## src/rtl/reservation_alu1_scheduler_if.sv

```systemverilog
`timescale 1ns/1ps
// reservation_alu1_scheduler_if
// Handshake and control bus between the ALU1 reservation-station scheduler,
// its four entries and the issue port of the ALU1 execution unit.
// Bit i of every 4-bit vector belongs to entry i.
//   slave  : the scheduler side (consumes i* signals, drives o* signals)
//   master : the surrounding pipeline / entries side
interface reservation_alu1_scheduler_if;
    logic        iFLUSH;
    logic        iDISPATCH_VALID;
    logic        oDISPATCH_LOCK;
    logic [1:0]  oDISPATCH_ENTRY;
    logic [3:0]  oENTRY_REGISTER_VALID;
    logic [3:0]  oENTRY_REMOVE_VALID;
    logic [3:0]  oENTRY_EXOUT_VALID;
    logic [3:0]  iENTRY_VALID;
    logic [3:0]  iENTRY_MATCHING;
    logic [3:0]  iENTRY_REGIST_LOCK;
    logic        iEXE_LOCK;
    logic        oEXE_VALID;
    logic [1:0]  oEXE_ENTRY;
    logic [2:0]  oFREE_COUNT;
    logic [15:0] oISSUE_COUNT;

    modport slave (
        input  iFLUSH, iDISPATCH_VALID, iENTRY_VALID, iENTRY_MATCHING,
               iENTRY_REGIST_LOCK, iEXE_LOCK,
        output oDISPATCH_LOCK, oDISPATCH_ENTRY, oENTRY_REGISTER_VALID,
               oENTRY_REMOVE_VALID, oENTRY_EXOUT_VALID, oEXE_VALID,
               oEXE_ENTRY, oFREE_COUNT, oISSUE_COUNT
    );

    modport master (
        output iFLUSH, iDISPATCH_VALID, iENTRY_VALID, iENTRY_MATCHING,
               iENTRY_REGIST_LOCK, iEXE_LOCK,
        input  oDISPATCH_LOCK, oDISPATCH_ENTRY, oENTRY_REGISTER_VALID,
               oENTRY_REMOVE_VALID, oENTRY_EXOUT_VALID, oEXE_VALID,
               oEXE_ENTRY, oFREE_COUNT, oISSUE_COUNT
    );
endinterface

```

## src/rtl/reservation_alu1_scheduler.sv

```systemverilog
`timescale 1ns/1ps
// reservation_alu1_scheduler
// Control for a 4-entry ALU1 reservation station: picks the lowest free entry
// for each dispatch, keeps a pairwise age matrix, and issues the oldest
// operand-ready entry. A flush broadcasts remove to every entry.
// Ports:
//   iCLOCK   : clock, rising edge
//   inRESET  : asynchronous active-low reset
//   bus      : reservation_alu1_scheduler_if.slave (dispatch, entry status,
//              register/remove/exout strobes, issue port, counters)
// Allocation/issue/remove outputs are combinational from the current inputs
// and the registered alloc_pend/age/issue_cnt state.
module reservation_alu1_scheduler (
    input  logic                          iCLOCK,
    input  logic                          inRESET,
    reservation_alu1_scheduler_if.slave   bus
);
    localparam int unsigned ENTRY_N = 4;
    localparam int unsigned IDX_W   = 2;
    localparam int unsigned FREE_W  = 3;
    localparam int unsigned CNT_W   = 16;

    logic [ENTRY_N-1:0]              alloc_pend;
    logic [ENTRY_N-1:0][ENTRY_N-1:0] age;       // age[i][j]: entry i older than entry j
    logic [ENTRY_N-1:0][ENTRY_N-1:0] age_nxt;
    logic [CNT_W-1:0]                issue_cnt;

    logic [ENTRY_N-1:0] free;
    logic [ENTRY_N-1:0] live;
    logic [ENTRY_N-1:0] ready;
    logic [ENTRY_N-1:0] candidate;
    logic [ENTRY_N-1:0] pick;
    logic [ENTRY_N-1:0] reg_oh;
    logic [ENTRY_N-1:0] exout_oh;
    logic [IDX_W-1:0]   disp_idx;
    logic [IDX_W-1:0]   grant_idx;
    logic [FREE_W-1:0]  free_cnt;
    logic               disp_lock;
    logic               accept;
    logic               fire;

    // Allocation: alloc_pend hides an entry until its own lock becomes visible.
    always_comb begin
        free     = ~bus.iENTRY_VALID & ~bus.iENTRY_REGIST_LOCK & ~alloc_pend;
        disp_idx = '0;
        free_cnt = '0;
        for (int i = ENTRY_N - 1; i >= 0; i--) begin
            if (free[i]) disp_idx = IDX_W'(i);
            free_cnt = free_cnt + FREE_W'(free[i]);
        end
        disp_lock = bus.iFLUSH | (free == '0);
        accept    = bus.iDISPATCH_VALID & ~disp_lock;
        reg_oh    = accept ? (ENTRY_N'(1) << disp_idx) : '0;
    end

    // Issue select: a ready entry wins when no other ready entry is older.
    // If the matrix is ever inconsistent, fall back to all ready entries so the
    // lowest index still wins.
    always_comb begin
        ready     = bus.iENTRY_VALID & bus.iENTRY_MATCHING;
        candidate = ready;
        for (int i = 0; i < ENTRY_N; i++) begin
            for (int j = 0; j < ENTRY_N; j++) begin
                if ((i != j) && ready[j] && age[j][i]) candidate[i] = 1'b0;
            end
        end
        pick      = (candidate != '0) ? candidate : ready;
        grant_idx = '0;
        for (int i = ENTRY_N - 1; i >= 0; i--) begin
            if (pick[i]) grant_idx = IDX_W'(i);
        end
        fire     = (ready != '0) & ~bus.iEXE_LOCK & ~bus.iFLUSH;
        exout_oh = fire ? (ENTRY_N'(1) << grant_idx) : '0;
    end

    // Age update: the newly registered entry becomes younger than every live entry.
    always_comb begin
        live    = bus.iENTRY_VALID | alloc_pend;
        age_nxt = age;
        if (accept) begin
            for (int j = 0; j < ENTRY_N; j++) begin
                age_nxt[disp_idx][j] = 1'b0;
                if ((IDX_W'(j) != disp_idx) && live[j]) age_nxt[j][disp_idx] = 1'b1;
            end
        end
    end

    // State registers; flush clears allocation tracking but keeps the issue count.
    always_ff @(posedge iCLOCK or negedge inRESET) begin
        if (!inRESET) begin
            alloc_pend <= '0;
            age        <= '0;
            issue_cnt  <= '0;
        end else begin
            if (fire) issue_cnt <= issue_cnt + CNT_W'(1);
            if (bus.iFLUSH) begin
                alloc_pend <= '0;
                age        <= '0;
            end else begin
                alloc_pend <= reg_oh;
                age        <= age_nxt;
            end
        end
    end

    assign bus.oDISPATCH_LOCK        = disp_lock;
    assign bus.oDISPATCH_ENTRY       = disp_idx;
    assign bus.oENTRY_REGISTER_VALID = reg_oh;
    assign bus.oENTRY_REMOVE_VALID   = {ENTRY_N{bus.iFLUSH}};
    assign bus.oENTRY_EXOUT_VALID    = exout_oh;
    assign bus.oEXE_VALID            = fire;
    assign bus.oEXE_ENTRY            = grant_idx;
    assign bus.oFREE_COUNT           = free_cnt;
    assign bus.oISSUE_COUNT          = issue_cnt;
endmodule

```

## src/flat_wrapper.sv

```systemverilog
// flat-port wrapper written by rule: the top's interface ports become plain ports
module reservation_alu1_scheduler_flat 
  (iCLOCK, inRESET, bus_iFLUSH, bus_iDISPATCH_VALID, bus_iENTRY_VALID, bus_iENTRY_MATCHING, bus_iENTRY_REGIST_LOCK, bus_iEXE_LOCK, bus_oDISPATCH_LOCK, bus_oDISPATCH_ENTRY, bus_oENTRY_REGISTER_VALID, bus_oENTRY_REMOVE_VALID, bus_oENTRY_EXOUT_VALID, bus_oEXE_VALID, bus_oEXE_ENTRY, bus_oFREE_COUNT, bus_oISSUE_COUNT);
  reservation_alu1_scheduler_if bus_i ();
  input  logic iCLOCK;
  input  logic inRESET;
  input wire logic [$bits(bus_i.iFLUSH)-1:0] bus_iFLUSH;
  input wire logic [$bits(bus_i.iDISPATCH_VALID)-1:0] bus_iDISPATCH_VALID;
  input wire logic [$bits(bus_i.iENTRY_VALID)-1:0] bus_iENTRY_VALID;
  input wire logic [$bits(bus_i.iENTRY_MATCHING)-1:0] bus_iENTRY_MATCHING;
  input wire logic [$bits(bus_i.iENTRY_REGIST_LOCK)-1:0] bus_iENTRY_REGIST_LOCK;
  input wire logic [$bits(bus_i.iEXE_LOCK)-1:0] bus_iEXE_LOCK;
  output wire logic [$bits(bus_i.oDISPATCH_LOCK)-1:0] bus_oDISPATCH_LOCK;
  output wire logic [$bits(bus_i.oDISPATCH_ENTRY)-1:0] bus_oDISPATCH_ENTRY;
  output wire logic [$bits(bus_i.oENTRY_REGISTER_VALID)-1:0] bus_oENTRY_REGISTER_VALID;
  output wire logic [$bits(bus_i.oENTRY_REMOVE_VALID)-1:0] bus_oENTRY_REMOVE_VALID;
  output wire logic [$bits(bus_i.oENTRY_EXOUT_VALID)-1:0] bus_oENTRY_EXOUT_VALID;
  output wire logic [$bits(bus_i.oEXE_VALID)-1:0] bus_oEXE_VALID;
  output wire logic [$bits(bus_i.oEXE_ENTRY)-1:0] bus_oEXE_ENTRY;
  output wire logic [$bits(bus_i.oFREE_COUNT)-1:0] bus_oFREE_COUNT;
  output wire logic [$bits(bus_i.oISSUE_COUNT)-1:0] bus_oISSUE_COUNT;
  assign bus_i.iFLUSH = bus_iFLUSH;
  assign bus_i.iDISPATCH_VALID = bus_iDISPATCH_VALID;
  assign bus_i.iENTRY_VALID = bus_iENTRY_VALID;
  assign bus_i.iENTRY_MATCHING = bus_iENTRY_MATCHING;
  assign bus_i.iENTRY_REGIST_LOCK = bus_iENTRY_REGIST_LOCK;
  assign bus_i.iEXE_LOCK = bus_iEXE_LOCK;
  assign bus_oDISPATCH_LOCK = bus_i.oDISPATCH_LOCK;
  assign bus_oDISPATCH_ENTRY = bus_i.oDISPATCH_ENTRY;
  assign bus_oENTRY_REGISTER_VALID = bus_i.oENTRY_REGISTER_VALID;
  assign bus_oENTRY_REMOVE_VALID = bus_i.oENTRY_REMOVE_VALID;
  assign bus_oENTRY_EXOUT_VALID = bus_i.oENTRY_EXOUT_VALID;
  assign bus_oEXE_VALID = bus_i.oEXE_VALID;
  assign bus_oEXE_ENTRY = bus_i.oEXE_ENTRY;
  assign bus_oFREE_COUNT = bus_i.oFREE_COUNT;
  assign bus_oISSUE_COUNT = bus_i.oISSUE_COUNT;
  reservation_alu1_scheduler u_core (.iCLOCK(iCLOCK), .inRESET(inRESET), .bus(bus_i));
endmodule
```

## config.mk

```make
export PLATFORM = sky130hd
export DESIGN_NAME = reservation_alu1_scheduler_flat
export DESIGN_NICKNAME = d
export VERILOG_FILES = /design/src/rtl/reservation_alu1_scheduler_if.sv /design/src/rtl/reservation_alu1_scheduler.sv /design/src/flat_wrapper.sv
export SDC_FILE = /design/constraint.sdc
export NUM_CORES = 1
export LEC_CHECK = 0
export CORE_UTILIZATION = 42
export DETAILED_ROUTE_END_ITERATION = 12
export HOLD_SLACK_MARGIN = 0.15
export PLACE_DENSITY = 0.8
export SLEW_MARGIN = 20
export SYNTH_ARGS = -nofsm -noshare
export SYNTH_HDL_FRONTEND = slang
export SYNTH_SLANG_ARGS = --single-unit
```

## constraint.sdc

```tcl
create_clock -name iCLOCK -period 2 [get_ports iCLOCK]
set_clock_uncertainty 0.1 [all_clocks]
set_input_delay 0.2 -clock iCLOCK [delete_from_list [all_inputs] [get_ports iCLOCK]]
set_output_delay 0.2 -clock iCLOCK [all_outputs]
set_load 0.02 [all_outputs]
```

; Yosys cells after proc, flatten, opt, wreduce, memory -nomap -nowiden
; Cells that the tools add are included.
[totals]
ff_bits = 36
input_bits = 17
out_inout_bits = 37
ram_bits = 0
rom_bits = 0
latch_bits = 0
mem_count = 0
[op_classes]
add_sub_neg = 4
n_reduce_logical = 22
magnitude_cmp = 2
bitwise = 26
eq_ne = 3
div = 0
n_mul = 0
shift = 2
n_mux = 43
[ops]
columns = op, n
row1 = bitwise AND 16 bit, 4
row2 = NOT 16 bit, 4
row3 = 2-to-1 mux 4 bit, 12
row4 = demux 4 bit (select 2 bit), 4
row5 = 2-to-1 mux 16 bit, 2
row6 = OR 4 bit, 5
row7 = 2-to-1 mux 2 bit, 9
row8 = logical AND 1 bit, 17
row9 = adder 16 x 1 -> 16 bit (second input constant), 1
row10 = 2-to-1 mux 1 bit, 14
row11 = bitwise AND 4 bit, 3
row12 = NOT 4 bit, 3
row13 = nonzero test 4 bit, 2
row14 = left shift 1 x 2 -> 4 bit (first input constant), 2
row15 = adder 3 x 1 -> 3 bit, 2
row16 = logical NOT 4 bit, 1
row17 = != test 2 bit (first input constant), 2
row18 = nonzero test 2 bit, 2
row19 = bitwise AND 1 bit, 3
row20 = less-than comparator 2 x 3 -> 1 bit (second input constant), 1
row21 = 2-to-1 mux 3 bit, 1
row22 = NOT 1 bit, 3
row23 = adder 1 x 1 -> 2 bit, 1
row24 = demux 1 bit (select 2 bit), 1
row25 = other kinds (3), 3

; Longest topological paths before layout
; Gate-level depths: netlist of run 1.
[depth]
word_depth = 29
depth_mapped = 7
ltp_nobuf = 7

; Least setup slack after synthesis of run 1
; No wires, ideal clock.
[synth_path]
path_type = register to register
start = register u_core.alloc_pend[2]
end = register u_core.age[6] in the netlist's numbering
stages_incl_launch_ff = 6
path_slack_ns = -0.512
t_required_ns = 1.833
n_path_buf = 0
setup_time_ns = 0.067
arrival_time_ns = 2.345
cell_sequence = dfrtp_1 > or3_1 > ha_1 > or4_4 > nor3_1 > a22o_1
[synth_between]
elab_chain_cells = 16
[synth_rtl]
columns = item, line
row1 = from (decl), reservation_alu1_scheduler.sv:23  ; logic [ENTRY_N-1:0] alloc_pend;
row2 = from (signal assigned), reservation_alu1_scheduler.sv:100  ; alloc_pend <= reg_oh;
row3 = NOT 4 bit *, reservation_alu1_scheduler.sv:44  ; free = ~bus.iENTRY_VALID & ~bus.iENTRY_REGIST_LOCK & ~alloc_pend;
row4 = bitwise AND 4 bit *, reservation_alu1_scheduler.sv:44
row5 = 2-to-1 mux 2 bit (3 in series), reservation_alu1_scheduler.sv:48  ; if (free[i]) disp_idx = IDX_W'(i);
row6 = less-than comparator 2 x 3 -> 1 bit (implied by the code) (tied with other cells), "reservation_alu1_scheduler.sv:82, reservation_alu1_scheduler.sv:83"
row7 = logical AND 1 bit (implied by the code) or NOT 16 bit (tied branches), n/a
row8 = 2-to-1 mux 1 bit (implied by the code) or bitwise AND 16 bit (tied branches), n/a
row9 = demux 1 bit (select 2 bit) or bitwise AND 16 bit (tied branches), n/a
row10 = OR 4 bit (no source line), n/a
row11 = 2-to-1 mux 4 bit, reservation_alu1_scheduler.sv:83  ; if ((IDX_W'(j) != disp_idx) && live[j]) age_nxt[j][disp_idx] = 1'b1;
row12 = 2-to-1 mux 4 bit, reservation_alu1_scheduler.sv:80  ; if (accept) begin
row13 = bitwise AND 16 bit (no source line) (2 in series), n/a
row14 = 2-to-1 mux 16 bit, reservation_alu1_scheduler.sv:80
row15 = 2-to-1 mux 16 bit, reservation_alu1_scheduler.sv:96  ; if (bus.iFLUSH) begin
row16 = to (signal assigned), reservation_alu1_scheduler.sv:101  ; age <= age_nxt;
row17 = to (decl), reservation_alu1_scheduler.sv:24  ; logic [ENTRY_N-1:0][ENTRY_N-1:0] age;
; Every way passes the cells marked *; elsewhere a longest branch is shown, timed or not. The select of a mux whose other input is x is not followed.
; A chain may end at the register's enable or synchronous reset.

; Final worst setup path of run 1
[layout_path]
start = register u_core.alloc_pend[2]
end = output bus_oENTRY_REGISTER_VALID[3]
[layout_between]
elab_chain_cells = 7
[layout_rtl]
columns = item, line
row1 = NOT 4 bit *, reservation_alu1_scheduler.sv:44
row2 = bitwise AND 4 bit *, reservation_alu1_scheduler.sv:44
row3 = 2-to-1 mux 2 bit or logical NOT 4 bit (tied branches), "reservation_alu1_scheduler.sv:48, reservation_alu1_scheduler.sv:51"
row4 = 2-to-1 mux 2 bit or OR 1 bit (tied branches), "reservation_alu1_scheduler.sv:48, reservation_alu1_scheduler.sv:51"
row5 = 2-to-1 mux 2 bit or NOT 1 bit (tied branches), "reservation_alu1_scheduler.sv:48, reservation_alu1_scheduler.sv:52"
row6 = left shift 1 x 2 -> 4 bit or bitwise AND 1 bit (tied branches), "reservation_alu1_scheduler.sv:53, reservation_alu1_scheduler.sv:52"
row7 = 2-to-1 mux 4 bit *, reservation_alu1_scheduler.sv:53  ; reg_oh = accept ? (ENTRY_N'(1) << disp_idx) : '0;
row8 = to (decl), flat_wrapper.sv:15  ; output wire logic [$bits(bus_i.oENTRY_REGISTER_VALID)-1:0] bus_oENTRY_REGISTER_VALID;
; Every way passes the cells marked *; elsewhere a longest branch is shown, timed or not.

==> flow_summary_export.csv, run 1 <==
group,metric,value,unit
cells_and_area,nNetsFinal,308,
floorplanning,die_h,67.6,um
clock_tree,clock_latency,0.28,ns
hold_path,hp-class,"primary input to asynchronous set/reset pin",
status,outcome,"finished, violations left",
floorplanning,row_count,23,
place,place_ws,-0.993,ns
place,place_area,0.00269,mm2
synthesis,synth-adder-area-share,5.26,%
global_route,grt_overflow,0,
floorplanning,initial_utilization,44.6,%
synthesis,synthTopCellsByCount,"dfrtp_1, nand2_1, a21oi_1, nand3_1",
synthesis,synth_mux_area_share,0.622,%
synthesis,syn_nets,214,
synthesis,syn_area_per_cell,9.52,um2
floorplanning,io_pins,54,
pwr,power,2.02,mW
clock_tree,root_buffer,"clkbuf_8",
clock_tree,numClockSinks,32,
global_route,grtUsageTotal,24.9,%
synthesis,yosys_warnings,0,
clock_tree,cts_htree_levels,2,
routing,first_iter_violations,93,
sta,finalCriticalPeriod,2.45,ns
cells_and_area,multiInputGateArea,0.00109,mm2
synthesis,ys_types,38,
global_route,grt_pass1_wl,8.25,mm
worst_setup_path,worstPathCellList,"or3_4 -> ha_4 -> or4_4 -> nor3_4 -> buf_6",
synthesis,yosysSeqAreaShare,44.3,%
place,gp_congestion,0.851,
floorplanning,core,0.00406,mm2
worst_setup_path,worst-endpoint-required,1.70,ns
clock_tree,cts_tree,"yes",
clock_tree,clk_pin_slew,0.07,ns
routing,wl,5.41,mm
routing,avgViaCountPerCell,5.47,
routing,wl_per_cell,16.1,um
sta,final_max_slew_viol_count,0,
global_route,grt_antenna_before_repair,0,
clock_tree,holdBufCountCts,0,
routing,drc,0,
pwr,p_per_area,682,mW/mm2
place,place.port_buffers,53,
synthesis,ys_async_sr_fraction,100,%
synthesis,synth_edf_count,0,
synthesis,synth-seq-cells,32,
sta,max_slew_margin,73.9,%
synthesis,syn_inst,190,
synthesis,syn_area,0.00181,mm2
global_route,grt_max_degree,33,
worst_setup_path,cp.arrival,2.15,ns
sta,final_hold_viol_count,0,
cells_and_area,layout-drive-gt1-share,37.9,%
status,violations,"setup timing",
cells_and_area,design_area,0.00296,mm2
synthesis,yosys.area_share.simple,25.1,%
floorplanning,die_area,0.00457,mm2
sta,fmax,0.408,GHz
global_route,grt_pass1_vias,1729,
flow_run,cap_viol_max_count,0,
pwr,max-vdd-ir-drop,0.600,mV
synthesis,synth_compound_area_share,12.3,%
place,place_hpwl,3.81,mm
synthesis,synth_ff_type,"dfrtp_1",
floorplanning,die_w,67.6,um
synthesis,synthDominantCellAreaShare,44.3,%
worst_setup_path,start_kind,"flop",
sta,setup_slack,-0.453,ns
synthesis,synth_top_family_by_area,"simple AND/OR/NAND/NOR gates",
worst_setup_path,slowest_stage,"or4_4",
pwr,p_leak,1.36,nW
synthesis,ys_top_cells_by_area,"dfrtp_1, xnor2_1, ha_1, nand2_1, a21oi_1",
synthesis,yosysMostFrequentCell,"dfrtp_1",
worst_setup_path,worstSetupPathType,"flop to output port",
sta,post-route-period-util,123,%
worst_setup_path,critical_path.max_stage_delay,0.57,ns
sta,setup_viol_count_final,25,
sta,rsz0062_at_grt,"yes",
cells_and_area,seqCellArea,801,um2
clock_tree,cts_max_path_buffers,2,
sta,tightest_slew,0.392,ns
cells_and_area,nFillCells,250,
cells_and_area,diodes,0,
routing,postRouteAntennaNets,0,
synthesis,synth_xor_area_share,7.26,%
worst_setup_path,worstPathMaxFanout,3,
cells_and_area,syn_to_final_growth,63.5,%
worst_setup_path,end_kind,"output port",
routing,first_pass_iters,4,
clock_tree,cts-buffers-inserted,5,
worst_setup_path,worst-r2r-cell-count,7,
routing,vias,1834,
synthesis,yosys.area.top_type,"dfrtp_1",
state kept, by name, indices dropped and copies added, names as in the netlist:
| signal | cells |
|---|---|
| u_core.alloc_pend | 4 |
| u_core.bus.oISSUE_COUNT | 16 |
| u_core.age | 12 |
placed cells by master (no fill, tap or decap), drive strengths merged, types with 9 or more instances in the layout:
cell type,n
buf,59
nand3,13
nand2,20
nor3,15
clkdlybuf4s50,28
inv,12
a21oi,14
dfrtp,32
nand4,9
xnor2,12
path summary, 6_finish.rpt:
path / startpoint / to / slack, ns
setup / recovery: u_core.alloc_pend[2] / bus_oENTRY_REGISTER_VALID[3] / -0.45
hold / removal: inRESET / u_core.bus.oISSUE_COUNT[15] / 0.22
setup reg to reg: u_core.alloc_pend[2] / u_core.age[7] / -0.29
hold reg to reg: u_core.bus.oISSUE_COUNT[15] / u_core.bus.oISSUE_COUNT[15] / 0.38
max in group asynchronous: inRESET / u_core.alloc_pend[1] / 1.29
min in group iCLOCK: u_core.bus.oISSUE_COUNT[15] / u_core.bus.oISSUE_COUNT[15] / 0.38
through the flow:
step	util, %	std cells	setup TNS [ns]	hold WS [ns]
2_1_floorplan	-	190	-2.10	-0.196
3_3_place_gp	66.2	323	-22.16	0.363
3_5_place_dp	66.2	323	-23.75	0.382
4_1_cts	70.5	333	-5.14	0.229
5_1_grt	72.9	335	-6.80	0.260
6_report	72.9	335	-5.56	0.219
cells by family (layout without fill, tap and decap cells):
kind of cell | after synthesis | count (layout)
AO/OA/AOI/OAI | 32 | 32
XOR/XNOR | 15 | 15
adder cells (fa/ha/maj) | 7 | 7
buffers and inverters | 20 | 115
flip-flops | 32 | 32
multiplexers | 1 | 1
AND/OR/NAND/NOR | 83 | 83
metal layers:
metal | vias to the layer above | global-route usage [%] | wire length [um]
met2 | 47 | 43.1 | 2920
met1 | 914 | 29.9 | 2210
met4 | 0 | 7.98 | 72
met3 | 9 | 6.42 | 203
li1 | 864 | - | -
met5 | - | 0 | 0
area by class of cell:
type / instances / share of cell area (%)
Clock buffer: 6 / 2.45
Multi-Input combinational cell: 138 / 36.8
Clock inverter: 2 / 1.18
Tap cell: 50 / 2.12
Timing Repair Buffer: 95 / 28.7
Sequential cell: 32 / 27.1
Inverter: 12 / 1.61
where the power goes:
group / switching [mW] / internal (mW)
clock: 0.235 / 0.369
combinational: 0.327 / 0.307
sequential: 0.0764 / 0.703
total: 0.638 / 1.38
what timing repair did:
| item | CTS | global route |
|---|---|---|
| gates resized for setup | 117 | 23 |
| pin swaps | 18 | 8 |
| buffers inserted | 3 | 3 |
| setup endpoints to repair | 40 | 36 |
worst max-delay path: cells and delay by family, from the launching register on:
| family | cells | cell delay, ns |
|---|---|---|
| flops | 1 | 0.38 |
| fa+ha+maj | 1 | 0.18 |
| simple gates | 3 | 1.17 |
| buf+inv | 1 | 0.14 |
Note: power is estimated with default switching activity, not from simulation.
==> run 2, diff against run 1 <==
--- a/config.mk
+++ b/config.mk
@@ -5,10 +5,10 @@
 export SDC_FILE = /design/constraint.sdc
 export NUM_CORES = 1
 export LEC_CHECK = 0
-export CORE_UTILIZATION = 42
+export CORE_UTILIZATION = 50
 export DETAILED_ROUTE_END_ITERATION = 12
 export HOLD_SLACK_MARGIN = 0.15
-export PLACE_DENSITY = 0.8
+export PLACE_DENSITY = 0.89
 export SLEW_MARGIN = 20
 export SYNTH_ARGS = -nofsm -noshare
 export SYNTH_HDL_FRONTEND = slang
==> constraint.sdc (replaced) <==
create_clock -name iCLOCK -period 2.9 [get_ports iCLOCK]
set_clock_uncertainty 0.1 [all_clocks]
set_input_delay 0.29 -clock iCLOCK [delete_from_list [all_inputs] [get_ports iCLOCK]]
set_output_delay 0.29 -clock iCLOCK [all_outputs]
set_load 0.02 [all_outputs]
==> run 2 against run 1 <==
Effect of this change: the run now ends clean; cell count is 7.2% lower; combinational power fell by 41%; sequential share of layout area rose by 3.6 points; die area down 16%; register-to-register slack gained 0.86 ns; worst setup slack improved by 0.52 ns; cell area shrank 12%; via count fell by 3.8%; critical path depth grew 1; first-iteration DRC count grew 11%; sequential power decreased by 31%; clock-buffer cell count is the same.
==> flow_summary_export.csv, run 2 (synthesized netlist as in run 1, its figures left out) <==
group,metric,value,unit
status,outcome,"finished, final reports clean",
clock_tree,root_buffer,"clkbuf_4",
cells_and_area,layout-drive-gt1-share,17.7,%
sta,post-route-period-util,97.6,%
worst_setup_path,worstPathMaxFanout,3,
sta,tightest_slew,0.411,ns
cells_and_area,diodes,0,
clock_tree,clock_latency,0.34,ns
worst_setup_path,cp_num_buf_inv,2,
cells_and_area,mostFrequentLayoutCell,"clkdlybuf4s50_1",
global_route,grt_pass1_vias,1690,
pwr,p_leak,1.26,nW
sta,finalSetupTns,0,ns
clock_tree,cts_htree_levels,2,
cells_and_area,largest_reg_flops,16,
cells_and_area,layout.cells.non_filler,311,
worst_setup_path,worst-r2r-cell-count,7,
floorplanning,die_area,0.00386,mm2
worst_setup_path,worstReg2RegEnd,"u_core.age[2]",
pwr,p_per_area,480,mW/mm2
worst_setup_path,cp.arrival,2.44,ns
worst_setup_path,worstPathCellList,"clkdlybuf4s50_1 -> or3_4 -> ha_1 -> or4_4 -> nor3_2 -> clkdlybuf4s15_2",
flow_run,cap_viol_max_count,0,
routing,avgViaCountPerCell,5.68,
sta,setup_viol_count_final,0,
cells_and_area,final_cell_mix,"clkdlybuf4s50_1, dfrtp_1, buf_4, nand2_1",
global_route,grt_antenna_before_repair,0,
worst_setup_path,cp_top_family,"simple AND/OR/NAND/NOR gates",
sta,finalCriticalPeriod,2.83,ns
sta,max_slew_margin,72.5,%
hold_path,hp-class,"primary input to asynchronous set/reset pin",
floorplanning,core,0.00339,mm2
pwr,max-vdd-ir-drop,0.601,mV
cells_and_area,nNetsFinal,288,
worst_setup_path,critical_path.max_stage_delay,0.58,ns
routing,postRouteAntennaNets,0,
worst_setup_path,crit_end,"bus_oENTRY_REGISTER_VALID[2]",
clock_tree,cts_max_path_buffers,2,
worst_setup_path,rrSetupSlack,0.57,ns
global_route,grtUsageTotal,26.6,%
routing,first_iter_violations,103,
sta,final_max_slew_viol_count,0,
floorplanning,initial_utilization,53.4,%
clock_tree,cts-buffers-inserted,5,
sta,fmax,0.353,GHz
clock_tree,cts-resized-gates,9,
place,place.port_buffers,53,
clock_tree,cts_setup_buffers,0,
clock_tree,holdBufCountCts,0,
worst_setup_path,start_kind,"primary input",
cells_and_area,fin_util,76.9,%
place,gp_congestion,0.904,
floorplanning,die_w,62.2,um
worst_setup_path,timing.rr.start,"u_core.alloc_pend[2]",
routing,vias,1765,
routing,drc,0,
routing,wl_per_cell,15.6,um
worst_setup_path,cp.depth,6,
routing,wl,4.85,mm
cells_and_area,syn_to_final_growth,44.1,%
place,place_hpwl,3.61,mm
worst_setup_path,slowest_stage,"or4_4",
place,dp_cells,303,
worst_setup_path,worst-endpoint-required,2.51,ns
floorplanning,io_pins,54,
global_route,grt_pass1_wl,7.92,mm
cells_and_area,nFillCells,217,
worst_setup_path,crit_start,"bus_iENTRY_VALID[2]",
global_route,grt_overflow,0,
clock_tree,cts_tree,"yes",
sta,final_hold_viol_count,0,
clock_tree,clk_pin_slew,0.10,ns
worst_setup_path,end_kind,"output port",
routing,first_pass_iters,4,
clock_tree,numClockSinks,32,
floorplanning,die_h,62.2,um
global_route,grt_max_degree,33,
floorplanning,row_count,21,
worst_setup_path,worstSetupPathType,"primary input to output port",
-- run 2: changes by cell type in the layout (fill, tap and decap cells not counted), sizes merged --
| cell | delta |
|---|---|
| buf | -37 |
| clkdlybuf4s50 | +13 |
| clkdlybuf4s15 | +1 |
| dlygate4sd2 | -1 |
| dlymetal6s2s | +2 |
| clkbuf | +2 |
-- run 2: worst min path at each step --
stage                                        to  cells after the start  slack, ns                   startpoint
global placement    u_core.bus.oISSUE_COUNT[15]                      1       0.36  u_core.bus.oISSUE_COUNT[15]
detailed placement  u_core.bus.oISSUE_COUNT[15]                      1       0.38  u_core.bus.oISSUE_COUNT[15]
finish              u_core.bus.oISSUE_COUNT[15]                      2       0.24                      inRESET
global route        u_core.bus.oISSUE_COUNT[15]                      2       0.28                      inRESET
CTS                               u_core.age[8]                      2       0.25                      inRESET
floorplan                        u_core.age[11]                      0      -0.11                      inRESET
-- run 2: power by group --
group          total [mW]  switching, mW  internal, mW
Combinational       0.377          0.197         0.180
Sequential          0.539         0.0549         0.484
Clock               0.335          0.154         0.181
-- run 2: per-stage QoR --
stage	total power, mW	hold slack [ns]	setup WS, ns	area [um2]
floorplan	0.729	-0.106	0.380	1810
global placement	0.914	0.360	-0.293	2510
detailed placement	0.924	0.378	-0.329	2510
CTS	1.25	0.253	0.00535	2580
global route	1.31	0.283	-0.0383	2610
finish	1.25	0.244	0.0692	2610
-- run 2: layer usage --
layer	track usage (%)	routed length [um]	vias to the layer above
met3	4.04	338	9
met4	11.3	91	0
met5	0	0	-
li1	-	-	828
met1	33.8	1990	849
met2	45.1	2430	79
-- run 2: cell type report --
class,count,area [um2],area share (%)
Clock buffer,6,41.3,1.58
Clock inverter,2,35.0,1.34
Inverter,12,45.0,1.73
Multi-Input combinational cell,138,930,35.7
Sequential cell,32,801,30.7
Tap cell,46,57.6,2.21
Timing Repair Buffer,75,698,26.8
-- run 2: worst register-to-register path, delay by kind of cell (launching register included) --
kind | cells | cell delay (ns)
buf+inv | 1 | 0.17
flops | 1 | 0.40
compound gates | 1 | 0.14
simple gates | 4 | 1.22
fa+ha+maj | 1 | 0.23
